===== src/rtl/rowwise_arbiter.sv =====
// Round-robin arbiter and sequencer sharing one rowwise_operation unit among NUM_REQ requesters.
// One vector job (a, b, op) is accepted at a time, issued to the unit over a valid/ready
// handshake, run for D cycles while the accumulator captures new_result, and returned with the
// owning requester id over a valid/ready response port.
//
// Ports:
//   clk_i, rst_i                  clock, asynchronous active-high reset
//   req_valid_i / req_ready_o     per-requester job handshake (ready is one-hot or zero)
//   req_a_i, req_b_i, req_op_i    per-requester operands and operation
//   rsp_valid_o / rsp_ready_i     result handshake
//   rsp_result_o, rsp_id_o        finished vector and owning requester id
//   fu_a_o, fu_b_o, fu_op_o       operands held stable for the unit
//   fu_valid_o / fu_ready_i       unit in_valid / in_ready
//   fu_new_result_i               unit new_result, captured every RUN cycle
//   fu_old_result_o               accumulator fed back to the unit's old_result
//   busy_o                        high whenever a job is in flight
module rowwise_arbiter #(
  parameter int unsigned NUM_REQ = 4,
  parameter int unsigned ID_W    = $clog2(NUM_REQ),
  parameter int unsigned D       = 4,   // vector length, must match the unit
  parameter int unsigned ELEM_W  = 16,  // element width of vector_t
  parameter int unsigned OP_W    = 2    // width of operation_t
) (
  input  logic                                       clk_i,
  input  logic                                       rst_i,
  input  logic [NUM_REQ-1:0]                         req_valid_i,
  output logic [NUM_REQ-1:0]                         req_ready_o,
  input  logic [NUM_REQ-1:0][D-1:0][ELEM_W-1:0]      req_a_i,
  input  logic [NUM_REQ-1:0][D-1:0][ELEM_W-1:0]      req_b_i,
  input  logic [NUM_REQ-1:0][OP_W-1:0]               req_op_i,
  output logic                                       rsp_valid_o,
  input  logic                                       rsp_ready_i,
  output logic [D-1:0][ELEM_W-1:0]                   rsp_result_o,
  output logic [ID_W-1:0]                            rsp_id_o,
  output logic [D-1:0][ELEM_W-1:0]                   fu_a_o,
  output logic [D-1:0][ELEM_W-1:0]                   fu_b_o,
  output logic [OP_W-1:0]                            fu_op_o,
  output logic                                       fu_valid_o,
  input  logic                                       fu_ready_i,
  input  logic [D-1:0][ELEM_W-1:0]                   fu_new_result_i,
  output logic [D-1:0][ELEM_W-1:0]                   fu_old_result_o,
  output logic                                       busy_o
);

  localparam int unsigned CntW = (D > 1) ? $clog2(D) : 1;

  typedef logic [D-1:0][ELEM_W-1:0] vector_t;
  typedef logic [OP_W-1:0]          operation_t;

  typedef enum logic [1:0] {StIdle, StIssue, StRun, StResp} state_e;

  state_e           state_q;
  logic [ID_W-1:0]  rr_ptr_q;
  logic [CntW-1:0]  count_q;
  vector_t          a_q, b_q, result_q;
  operation_t       op_q;
  logic [ID_W-1:0]  id_q;
  logic             fu_valid_q, rsp_valid_q, busy_q;

  // Round-robin pick: first valid requester scanning upward from rr_ptr_q.
  logic            gnt_valid;
  logic [ID_W-1:0] gnt_idx;
  logic [ID_W-1:0] cand_idx;

  always_comb begin
    gnt_valid = 1'b0;
    gnt_idx   = '0;
    cand_idx  = '0;
    for (int unsigned i = 0; i < NUM_REQ; i++) begin
      cand_idx = ID_W'((32'(rr_ptr_q) + i) % NUM_REQ);
      if (!gnt_valid && req_valid_i[cand_idx]) begin
        gnt_valid = 1'b1;
        gnt_idx   = cand_idx;
      end
    end
  end

  // Accept is combinational so a waiting requester is taken in the first IDLE cycle.
  always_comb begin
    req_ready_o = '0;
    if (!rst_i && (state_q == StIdle) && gnt_valid) begin
      req_ready_o[gnt_idx] = 1'b1;
    end
  end

  logic [ID_W-1:0] rr_next;
  assign rr_next = (id_q == ID_W'(NUM_REQ - 1)) ? '0 : id_q + 1'b1;

  always_ff @(posedge clk_i or posedge rst_i) begin
    if (rst_i) begin
      state_q     <= StIdle;
      rr_ptr_q    <= '0;
      count_q     <= '0;
      a_q         <= '0;
      b_q         <= '0;
      op_q        <= '0;
      id_q        <= '0;
      result_q    <= '0;
      fu_valid_q  <= 1'b0;
      rsp_valid_q <= 1'b0;
      busy_q      <= 1'b0;
    end else begin
      unique case (state_q)
        StIdle: begin
          if (gnt_valid) begin
            a_q        <= req_a_i[gnt_idx];
            b_q        <= req_b_i[gnt_idx];
            op_q       <= req_op_i[gnt_idx];
            id_q       <= gnt_idx;
            result_q   <= '0;
            fu_valid_q <= 1'b1;
            busy_q     <= 1'b1;
            state_q    <= StIssue;
          end
        end
        StIssue: begin
          if (fu_ready_i) begin
            count_q    <= '0;
            fu_valid_q <= 1'b0;
            state_q    <= StRun;
          end
        end
        StRun: begin
          result_q <= fu_new_result_i;
          count_q  <= count_q + 1'b1;
          if (count_q == CntW'(D - 1)) begin
            rsp_valid_q <= 1'b1;
            state_q     <= StResp;
          end
        end
        StResp: begin
          if (rsp_ready_i) begin
            rr_ptr_q    <= rr_next;
            rsp_valid_q <= 1'b0;
            busy_q      <= 1'b0;
            state_q     <= StIdle;
          end
        end
        default: state_q <= StIdle;
      endcase
    end
  end

  assign fu_a_o          = a_q;
  assign fu_b_o          = b_q;
  assign fu_op_o         = op_q;
  assign fu_old_result_o = result_q;
  assign rsp_result_o    = result_q;
  assign rsp_id_o        = id_q;
  assign fu_valid_o      = fu_valid_q;
  assign rsp_valid_o     = rsp_valid_q;
  assign busy_o          = busy_q;

endmodule

===== config.mk =====
export PLATFORM = sky130hd
export DESIGN_NAME = rowwise_arbiter
export DESIGN_NICKNAME = d
export VERILOG_FILES = /design/src/rtl/rowwise_arbiter.sv
export SDC_FILE = /design/constraint.sdc
export NUM_CORES = 1
export LEC_CHECK = 0
export CAP_MARGIN = 20
export CORE_AREA = 5 5 328 330
export DETAILED_ROUTE_END_ITERATION = 7
export DIE_AREA = 0 0 333 335
export SETUP_SLACK_MARGIN = 0.5
export SYNTH_ARGS = -nofsm -noshare
export SYNTH_HDL_FRONTEND = slang
export SYNTH_SLANG_ARGS = --single-unit

===== constraint.sdc =====
create_clock -name clk_i -period 6.5 [get_ports clk_i]
set_input_delay 0.975 -clock clk_i [delete_from_list [all_inputs] [get_ports clk_i]]
set_output_delay 0.975 -clock clk_i [all_outputs]
set_load 0.03 [all_outputs]

==> results by group, run 1 <==
Min path
  • Hold Path Depth: 1
  • Hold crit path type: flip-flop to flip-flop

Synthesis
  • #FFs+latches synth: 205
  • Ys Warns: 0
  • Register area share after synthesis: 0.4226
  • Avg Synthesized Cell Area: 8.965 um^2
  • Cells after Synth: 1354
  • Top post-synthesis cells by area: dfrtp_1 (42%), a22oi_1 (8.0%), o211ai_1 (8.0%)
  • Syn nets: 1952
  • Post-Syn Area: 12140 um^2
  • Yosys top cell area share: 0.4226
  • Post-synth ARST share: 1.000
  • Synth unique cells: 38
  • EDFF count, synth: 0
  • Biggest area consumer among synthesized cells: dfrtp_1
  • Prevailing post-synth register cell: dfrtp_1

Clock tree
  • Clock Latency Late Sink: 0.59 ns
  • Root buffer cell: clkbuf_16
  • CTS buffer count: 27
  • CTS tree: yes
  • CTS sink cnt: 205
  • Post-CTS Hold Fix Bufs: 0
  • Clock buffer depth: 3
  • CTS resizes: 0
  • Clk slew on worst S/H paths: 0.07 ns
  • H-tree levels: 1
  • # Post-CTS Setup Buffers: 0

Floorplan
  • Die area: 111600 um^2
  • Initial Utilization: 0.1161
  • Row count: 119
  • Die Height: 335 um
  • Chip width: 333 um
  • I/O pin cnt: 859
  • Placeable Area: 104500 um^2

Timing
  • Worst-Margin Slew: 1.057 ns
  • Period utilization: 0.8171
  • Unrepaired setup endpoints after global routing: no
  • Post-layout min period: 5.311 ns
  • Max frequency: 188.3 MHz
  • Min Hold Slack: 0.4956 ns
  • TNS Setup: 0 ns
  • Final setup vio count: 0
  • Max Slew Vio Count: 0
  • Setup Skew: 0.01464 ns
  • Max-slew headroom: 0.2955
  • Fin. Hold Viols: 0

Global route
  • Overall Global Routing Usage: 0.1304
  • GRT overflow: 0
  • Vias in the first global route: 14.60k
  • Initial antenna violation count: 7
  • Pin count of the biggest net entering global routing: 133
  • First-pass GRT wire length: 109100 um

Detailed routing
  • Routed WL: 78950 um
  • Avg Vias per Cell: 4.246
  • Initial drt markers: 950
  • Routed via count: 14.67k
  • DR pass1 iterations: 5
  • Post-DRT Antenna Nets: 0
  • DRC Markers: 0
  • Wire length per cell: 22.85 um

Setup path
  • CP Depth: 6
  • Critical Path Most Common Cell: clkdlybuf4s50_1
  • Worst Path Arrival: 4.34 ns
  • Critical path class: input port to output port
  • Cells on worst reg2reg path: 6
  • CP top delay family: buffers and inverters
  • Crit path buffers/inverters: 3
  • Type of origin of the critical path: input port
  • CP endpoint kind: output port
  • Crit-path max cell delay: 0.86 ns
  • Crit-path cells: clkdlybuf4s50_1 -> nor4_4 -> nor2b_4 -> buf_12 -> and3_1 -> clkdlybuf4s50_1
  • Worst EP required: 5.52 ns
  • CP max-delay cell: nor4_4
  • Worst Path Max Fanout: 132

Power and ir drop
  • Static Leak: 8.493 nW
  • Pwr Total: 10.63 mW
  • Worst vdd ir: 0.3064 mV
  • Power Density: 470.9 nW/um^2

Cells and area
  • Final Util: 0.2160
  • Nets: 2638
  • Layout cells sized above 1: 0.04221
  • Area grow syn2layout: 85.98%

Placement
  • Port buffer count: 858
  • GPL Wtd Cong: 0.8551
  • Hpwl dp: 58530 um

Status
  • Run status: finished, final reports clean

Flow run
  • Max-cap check violation count: 0
## sequential cells by signal (all words and copies together), names as in the netlist
signal,flops
count_q,2
fu_b_o,64
fu_old_result_o,64
busy_o,1
fu_valid_o,1
fu_op_o,2
rsp_id_o,2
rsp_valid_o,1
rr_ptr_q,2
fu_a_o,64
state_q,2
## report_power, final
group          leakage, nW  switching [mW]  total, mW  internal, mW
sequential            2.41           0.478       2.38          1.90
clock                0.473           0.688       1.70          1.01
combinational         5.61            4.07       6.56          2.49
total                 8.49            5.23       10.6          5.40
## synthesized netlist by cell type, drive strengths merged, types with 3 or more instances
library cell,number
inv,9
nor2,133
ha,6
buf,128
nand2,12
a31oi,130
dfrtp,205
o21ai,10
nor3,3
nor2b,3
and3,132
a22o,66
a22oi,130
mux2,3
clkbuf,98
o211ai,130
a21oi,135
nand2b,3
## layout by cell type, fill, tap and decap left out, types with 3 or more instances in the layout
cell type,instances
clkdlybuf4s50_1,856
dfrtp_1,205
nor2_1,133
a21oi_1,133
and3_1,132
a22oi_1,130
o211ai_1,130
a31oi_1,130
a22o_1,66
clkbuf_16,27
buf_4,21
nand2_1,11
o21ai_0,9
inv_1,8
ha_1,6
clkbuf_1,6
bufinv_16,5
buf_12,5
diode_2,3
nor3_1,3
mux2_2,3
inv_6,3
clkbuf_8,3
clkinv_2,3
## layer usage
metal | share of wire | vias up | GRT usage
met1 | 0.42 | 7286 | 0.1681
met3 | 0.079 | 95 | 0.03161
met2 | 0.47 | 791 | 0.2178
li1 | - | 6495 | -
met5 | 0.00016 | - | 0
met4 | 0.030 | 2 | 0.03712
## path summary, 6_finish.rpt
check | slack, ns | start | end
setup / recovery | 1.19 | req_valid_i[1] | req_ready_o[0]
setup reg to reg | 3.40 | rr_ptr_q[1] | fu_b_o[52]
max in group asynchronous | 3.92 | rst_i | fu_b_o[48]
min in group asynchronous | 0.90 | rst_i | rr_ptr_q[1]
hold / removal | 0.50 | count_q[0] | count_q[0]
hold reg to reg | 0.50 | count_q[0] | count_q[0]
## per-stage QoR
step	instance area, um^2	setup WS (ns)	instances
after floorplan	12140	0.9095	1354
after global placement	21600	1.361	3402
after detailed placement	21600	1.357	3402
after CTS	22570	1.352	3452
after global routing	22570	1.192	3452
final	22580	1.189	3455
## kinds of logic (layout without fill, tap and decap cells)
family | Yosys count | count (layout) | synth area share
adders and majority gates | 6 | 6 | 0.006184
muxes | 4 | 4 | 0.003607
buffers and inverters | 235 | 942 | 0.1013
AOI/OAI and AO/OA | 613 | 613 | 0.3451
other | 0 | 3 | 0
DFF | 205 | 205 | 0.4226
and+or+nand+nor | 291 | 291 | 0.1212
## final cells by class
class                   instances  area [um^2]
multi-input cells             914         5854
diodes                          3        7.507
flip-flops and latches        205         5130
inverters                       9        37.54
well taps                    1391         1740
clock buffers                  36        739.5
clock inverters                14        230.2
fillers                     11540        81950
repair buffers                883         8837
## worst register-to-register path: stages (launching register included)
cell	delay [ns]
dfrtp_1	0.66
and4b_1	0.29
a211o_4	0.14
buf_4	0.62
buf_4	0.85
a21oi_1	0.26
a31oi_1	0.20
(Power assumes the default switching activity.)
==> inputs of run 2 (changes only) <==
Clock period 6.5 ns to 4.7 ns, I/O delays scaled along.
==> results by group, run 2 (synthesis gave the netlist of run 1 again) <==
Status
  • Run status: finished, final reports clean (unchanged)

Timing
  • TNS Setup: 0 ns (unchanged)
  • Final setup vio count: 0 (unchanged)
  • Worst-Margin Slew: 1.096 ns (was 1.057 ns)
  • Period utilization: 0.8170
  • Unrepaired setup endpoints after global routing: no (unchanged)
  • Post-layout min period: 3.840 ns
  • Max frequency: 260.4 MHz
  • Max Slew Vio Count: 0 (unchanged)
  • Min Hold Slack: 0.5112 ns (was 0.4956 ns)
  • Fin. Hold Viols: 0 (unchanged)
  • Setup Skew: 0.02391 ns (was 0.01464 ns)
  • Setup ws final: 0.8601 ns (was 1.189 ns)
  • Max-slew headroom: 0.2695 (was 0.2955)

Power and ir drop
  • Clock share of power: 0.149 (was 0.160)
  • Psw: 7.290 mW (was 5.235 mW)
  • Reg power frac: 0.225 (was 0.224)
  • Comb pwr share: 0.625 (was 0.617)
  • Static Leak: 8.484 nW (was 8.493 nW)
  • Power Density: 649.8 nW/um^2 (was 470.9 nW/um^2)
  • Int Pwr: 7.350 mW (was 5.397 mW)
  • Worst vdd ir: 0.5255 mV (was 0.3064 mV)
  • Pwr Total: 14.64 mW (was 10.63 mW)
  • Sw Share: 0.4980 (was 0.4924)

Placement
  • Hpwl dp: 59020 um (was 58530 um)
  • Port buffer count: 858 (unchanged)
  • Pre-CTS worst setup slack: 0.3786 ns (was 1.357 ns)
  • DP Cell Count: 3402 (unchanged)
  • Placed inst area: 21600 um^2 (about the same)
  • GPL Wtd Cong: 0.8565 (was 0.8551)

Global route
  • Vias in the first global route: 14.69k (was 14.60k)
  • Pin count of the biggest net entering global routing: 135 (was 133)
  • GRT overflow: 0 (unchanged)
  • First-pass GRT wire length: 111500 um (was 109100 um)
  • Overall Global Routing Usage: 0.1339 (was 0.1304)
  • Initial antenna violation count: 8 (was 7)

Setup path
  • Critical Path Most Common Cell: clkdlybuf4s50_1 (unchanged)
  • CP endpoint kind: output port (unchanged)
  • Worst EP required: 3.99 ns (was 5.52 ns)
  • Worst Path Max Fanout: 9 (was 132)
  • Worst Path Arrival: 3.13 ns (was 4.34 ns)
  • CP top delay family: buffers and inverters (unchanged)
  • Crit-path max cell delay: 0.67 ns (was 0.86 ns)
  • Crit path buffers/inverters: 3 (unchanged)
  • CP max-delay cell: clkdlybuf4s50_1 (was nor4_4)
  • Critical path class: input port to output port (unchanged)
  • Crit-path cells: clkdlybuf4s50_1 -> nor2b_1 -> o21ai_4 -> nand3_1 -> nor3_2 -> buf_4 -> clkdlybuf4s50_1 (was clkdlybuf4s50_1 -> nor4_4 -> nor2b_4 -> buf_12 -> and3_1 -> clkdlybuf4s50_1)
  • Type of origin of the critical path: input port (unchanged)

Cells and area
  • Nets: 2639 (was 2638)
  • Final Util: 0.2156 (was 0.2160)
  • Area grow syn2layout: 85.61% (was 85.98%)
  • Commonest non-fill, non-tap cell in the layout: clkdlybuf4s50_1 (unchanged)
  • Layout cells sized above 1: 0.04375 (was 0.04221)
  • Final Non-Filler Cells: 3456 (was 3455)
  • Most frequent cells in the layout: clkdlybuf4s50_1 (853), dfrtp_1 (205), nor2_1 (133), a21oi_1 (133), and3_1 (132) (was clkdlybuf4s50_1 (856), dfrtp_1 (205), nor2_1 (133), a21oi_1 (133), and3_1 (132))
  • Fin area: 22530 um^2 (was 22580 um^2)

Detailed routing
  • Wire length per cell: 23.60 um (was 22.85 um)
  • Avg Vias per Cell: 4.273 (was 4.246)
  • Initial drt markers: 1048 (was 950)
  • Routed WL: 81560 um (was 78950 um)
  • DR pass1 iterations: 8 (was 5)
  • DRC Markers: 0 (unchanged)
  • Post-DRT Antenna Nets: 0 (unchanged)
  • Routed via count: 14.77k (was 14.67k)

Floorplan
  • I/O pin cnt: 859 (unchanged)
  • Die area: 111600 um^2 (unchanged)
  • Die Height: 335 um (unchanged)
  • Chip width: 333 um (unchanged)
  • Initial Utilization: 0.1161 (unchanged)
  • Row count: 119 (unchanged)
  • Placeable Area: 104500 um^2 (unchanged)

Min path
  • Hold crit path type: flip-flop to flip-flop (unchanged)

Clock tree
  • CTS tree: yes (unchanged)
  • CTS buffer count: 28 (was 27)
  • # Post-CTS Setup Buffers: 0 (unchanged)
  • Clock Latency Late Sink: 0.61 ns (was 0.59 ns)
  • Clock buffer depth: 3 (unchanged)
  • Root buffer cell: clkbuf_16 (unchanged)
  • CTS sink cnt: 205 (unchanged)
  • CTS resizes: 1 (was 0)
  • H-tree levels: 1 (unchanged)
  • Clk slew on worst S/H paths: 0.06 ns (was 0.07 ns)
  • Post-CTS Hold Fix Bufs: 0 (unchanged)

Flow run
  • Max-cap check violation count: 0 (unchanged)
[run 2: changes by cell type in the layout (fill, tap and decap cells not counted), sizes merged]
cell,before,now
bufinv,5,1
clkinv,3,5
diode,3,8
clkinvlp,2,1
buf,27,30
clkdlybuf4s50,856,853
inv,13,8
clkbuf,36,40
[run 2: routing by layer]
layer / vias to the layer above / share of wire / global-route usage
met5: - / 0.00032 / 0
met4: 4 / 0.036 / 0.04349
met3: 126 / 0.096 / 0.04317
met2: 854 / 0.49 / 0.2330
met1: 7292 / 0.38 / 0.1564
li1: 6490 / - / -
[run 2: final timing paths]
path | startpoint | to | slack, ns | depth (start not counted)
min | rsp_valid_o | rsp_valid_o | 0.51 | 2
max in group asynchronous | rst_i | fu_old_result_o[55] | 2.36 | 4
min in group asynchronous | rst_i | fu_b_o[39] | 0.68 | 2
max | req_valid_i[0] | req_ready_o[3] | 0.86 | 7
min reg2reg | rsp_valid_o | rsp_valid_o | 0.51 | 2
max reg2reg | rr_ptr_q[1] | fu_b_o[3] | 1.70 | 6
[run 2: layout make-up]
type,count,area (um^2)
Tap cell,1391,1740
Clock buffer,40,835.8
Fill cell,11503,81990
Sequential cell,205,5130
Inverter,9,37.54
Timing Repair Buffer,883,8842
Antenna cell,8,20.02
Clock inverter,6,66.31
Multi-Input combinational cell,914,5859
[run 2: power groups by stage]
| stage | Sequential (mW) | Clock, mW | Combinational, mW |
|---|---|---|---|
| after floorplan | 4.71 | 0 | 3.78 |
| after global placement | 3.29 | 0 | 9.28 |
| after detailed placement | 3.31 | 0 | 9.29 |
| after CTS | 3.30 | 2.29 | 9.31 |
| after global routing | 3.39 | 2.33 | 9.68 |
| final | 3.30 | 2.19 | 9.16 |
[run 2: worst reg2reg max path, stage by stage (launching register included)]
cell	delay, ns
dfrtp_1	0.64
o21bai_4	0.22
buf_4	0.60
buf_4	0.80
and3_1	0.39
a22oi_1	0.07
a31oi_1	0.20
==> inputs of run 3 (changes only) <==
Clock period 4.7 ns to 3.11 ns, I/O delays scaled along.
==> results by group, run 3 (synthesis gave the netlist of run 1 again) <==
Placement
  • Placed inst area: 22030 um^2 (was 21600 um^2)
  • Hpwl dp: 61170 um (was 59020 um)
  • DP Cell Count: 3429 (was 3402)
  • GPL Wtd Cong: 0.8686 (was 0.8565)
  • Port buffer count: 858 (unchanged)
  • Pre-CTS worst setup slack: -0.03969 ns (was 0.3786 ns)

Setup path
  • Crit path buffers/inverters: 3 (unchanged)
  • Worst Path Max Fanout: 4 (was 9)
  • Type of origin of the critical path: flip-flop (was input port)
  • Worst Path Arrival: 2.07 ns (was 3.13 ns)
  • CP max-delay cell: dfrtp_1 (was clkdlybuf4s50_1)
  • Crit-path cells: inv_1 -> ha_4 -> buf_6 -> nand2b_4 -> nor3_4 -> buf_4 (was clkdlybuf4s50_1 -> nor2b_1 -> o21ai_4 -> nand3_1 -> nor3_2 -> buf_4 -> clkdlybuf4s50_1)
  • CP endpoint kind: output port (unchanged)
  • CP top delay family: buffers and inverters (unchanged)
  • Worst EP required: 2.64 ns (was 3.99 ns)
  • Critical path class: flip-flop to output port (was input port to output port)
  • Crit-path max cell delay: 0.41 ns (was 0.67 ns)

Global route
  • Vias in the first global route: 14.96k (was 14.69k)
  • Overall Global Routing Usage: 0.1334 (was 0.1339)
  • GRT overflow: 0 (unchanged)
  • First-pass GRT wire length: 111000 um (was 111500 um)
  • Pin count of the biggest net entering global routing: 125 (was 135)
  • Initial antenna violation count: 10 (was 8)

Clock tree
  • Clock Latency Late Sink: 0.60 ns (was 0.61 ns)
  • CTS tree: yes (unchanged)
  • CTS buffer count: 28 (unchanged)
  • Root buffer cell: clkbuf_16 (unchanged)
  • Clock buffer depth: 3 (unchanged)
  • H-tree levels: 1 (unchanged)
  • Post-CTS Hold Fix Bufs: 0 (unchanged)
  • CTS sink cnt: 205 (unchanged)
  • Clk slew on worst S/H paths: 0.06 ns (about the same)

Power and ir drop
  • Static Leak: 8.770 nW (was 8.484 nW)
  • Power Density: 982.4 nW/um^2 (was 649.8 nW/um^2)
  • Worst vdd ir: 0.5151 mV (was 0.5255 mV)

Timing
  • Setup ws final: 0.5725 ns (was 0.8601 ns)
  • Max-slew headroom: 0.2918 (was 0.2695)
  • Unrepaired setup endpoints after global routing: yes (was no)
  • Setup Skew: 0.01590 ns (was 0.02391 ns)
  • Max Slew Vio Count: 0 (unchanged)
  • Worst-Margin Slew: 1.062 ns (was 1.096 ns)
  • Post-layout min period: 2.537 ns
  • Fin. Hold Viols: 0 (unchanged)
  • Min Hold Slack: 0.2805 ns (was 0.5112 ns)
  • Max frequency: 394.1 MHz
  • Period utilization: 0.8159
  • Final setup vio count: 0 (unchanged)

Cells and area
  • Storage element area: 5132 um^2 (was 5130 um^2)
  • Nets: 2676 (was 2639)
  • Layout cells sized above 1: 0.06476 (was 0.04375)
  • Layout fillers: 11.38k (was 11.50k)
  • Commonest non-fill, non-tap cell in the layout: clkdlybuf4s50_1 (unchanged)
  • Area grow syn2layout: 90.17% (was 85.61%)
  • Fin area: 23080 um^2 (was 22530 um^2)
  • Final Non-Filler Cells: 3497 (was 3456)
  • Area of the multi-input gates: 5889 um^2 (was 5859 um^2)
  • Most frequent cells in the layout: clkdlybuf4s50_1 (848), dfrtp_1 (203), nor2_1 (133), a21oi_1 (133) (was clkdlybuf4s50_1 (853), dfrtp_1 (205), nor2_1 (133), a21oi_1 (133), and3_1 (132))

Detailed routing
  • Wire length per cell: 23.20 um (was 23.60 um)
  • DR pass1 iterations: 5 (was 8)
  • Avg Vias per Cell: 4.221 (was 4.273)
  • DRC Markers: 0 (unchanged)
  • Routed WL: 81150 um (was 81560 um)
  • Post-DRT Antenna Nets: 0 (unchanged)
  • Routed via count: 14.76k (was 14.77k)
  • Initial drt markers: 851 (was 1048)

Status
  • Run status: finished, final reports clean (unchanged)

Floorplan
  • Chip width: 333 um (unchanged)
  • Die Height: 335 um (unchanged)
  • Row count: 119 (unchanged)
  • Placeable Area: 104500 um^2 (unchanged)
  • Initial Utilization: 0.1161 (unchanged)
  • I/O pin cnt: 859 (unchanged)
  • Die area: 111600 um^2 (unchanged)

Flow run
  • Max-cap check violation count: 0 (unchanged)

Min path
  • Hold crit path type: input port to asynchronous set/reset pin (was flip-flop to flip-flop)
==> run 3: layout make-up <==
class / instances / area share
clock buffer: 39 / 0.03344
clock inverter: 13 / 0.005799
sequential: 205 / 0.2223
inverter: 9 / 0.001789
antenna: 6 / 0.0006504
tap: 1391 / 0.07539
multi-input combinational: 914 / 0.2551
timing repair buffer: 920 / 0.4055
==> run 3: what timing repair did <==
action                     in CTS  in global routing
pin swaps                       3                  3
hold endpoints to repair        0                  0
setup endpoints to repair       4                  6
gates resized for setup        10                  6
buffers inserted                6                  4
==> run 3: stage by stage <==
step / util / power, mW / TNS [ns]
3_5_place_dp: 0.2108 / 19.43 / -0.03969
5_1_grt: 0.2207 / 23.93 / 0
2_1_floorplan: - / 12.83 / -8.322
6_report: 0.2209 / 22.68 / 0
4_1_cts: 0.2202 / 23.02 / 0
3_3_place_gp: 0.2108 / 19.36 / 0
==> run 3: power breakdown <==
part / leakage, nW / internal (mW) / switching, mW
Sequential: 2.41 / 3.98 / 1.02
Combinational: 5.91 / 5.69 / 8.69
Clock: 0.451 / 1.90 / 1.41
Total: 8.77 / 11.6 / 11.1
==> run 3: final timing paths <==
kind / startpoint / end / slack, ns / cells after the start
max: state_q[0] / req_ready_o[3] / 0.57 / 6
min in group clk_i: req_valid_i[2] / rsp_id_o[0] / 0.34 / 4
max reg2reg: rr_ptr_q[0] / fu_b_o[38] / 0.93 / 6
min reg2reg: count_q[0] / count_q[0] / 0.50 / 1
max in group asynchronous: rst_i / fu_b_o[50] / 1.69 / 3
min: rst_i / rsp_id_o[0] / 0.28 / 2
==> run 3: metal layers <==
metal	share of wire	global-route usage	vias up	wire (um)
met2	0.49	0.2326	784	40010
met3	0.096	0.04178	116	7763
met4	0.031	0.04170	2	2524
met5	0.00016	0	-	13
li1	-	-	6563	-
met1	0.38	0.1567	7295	30830
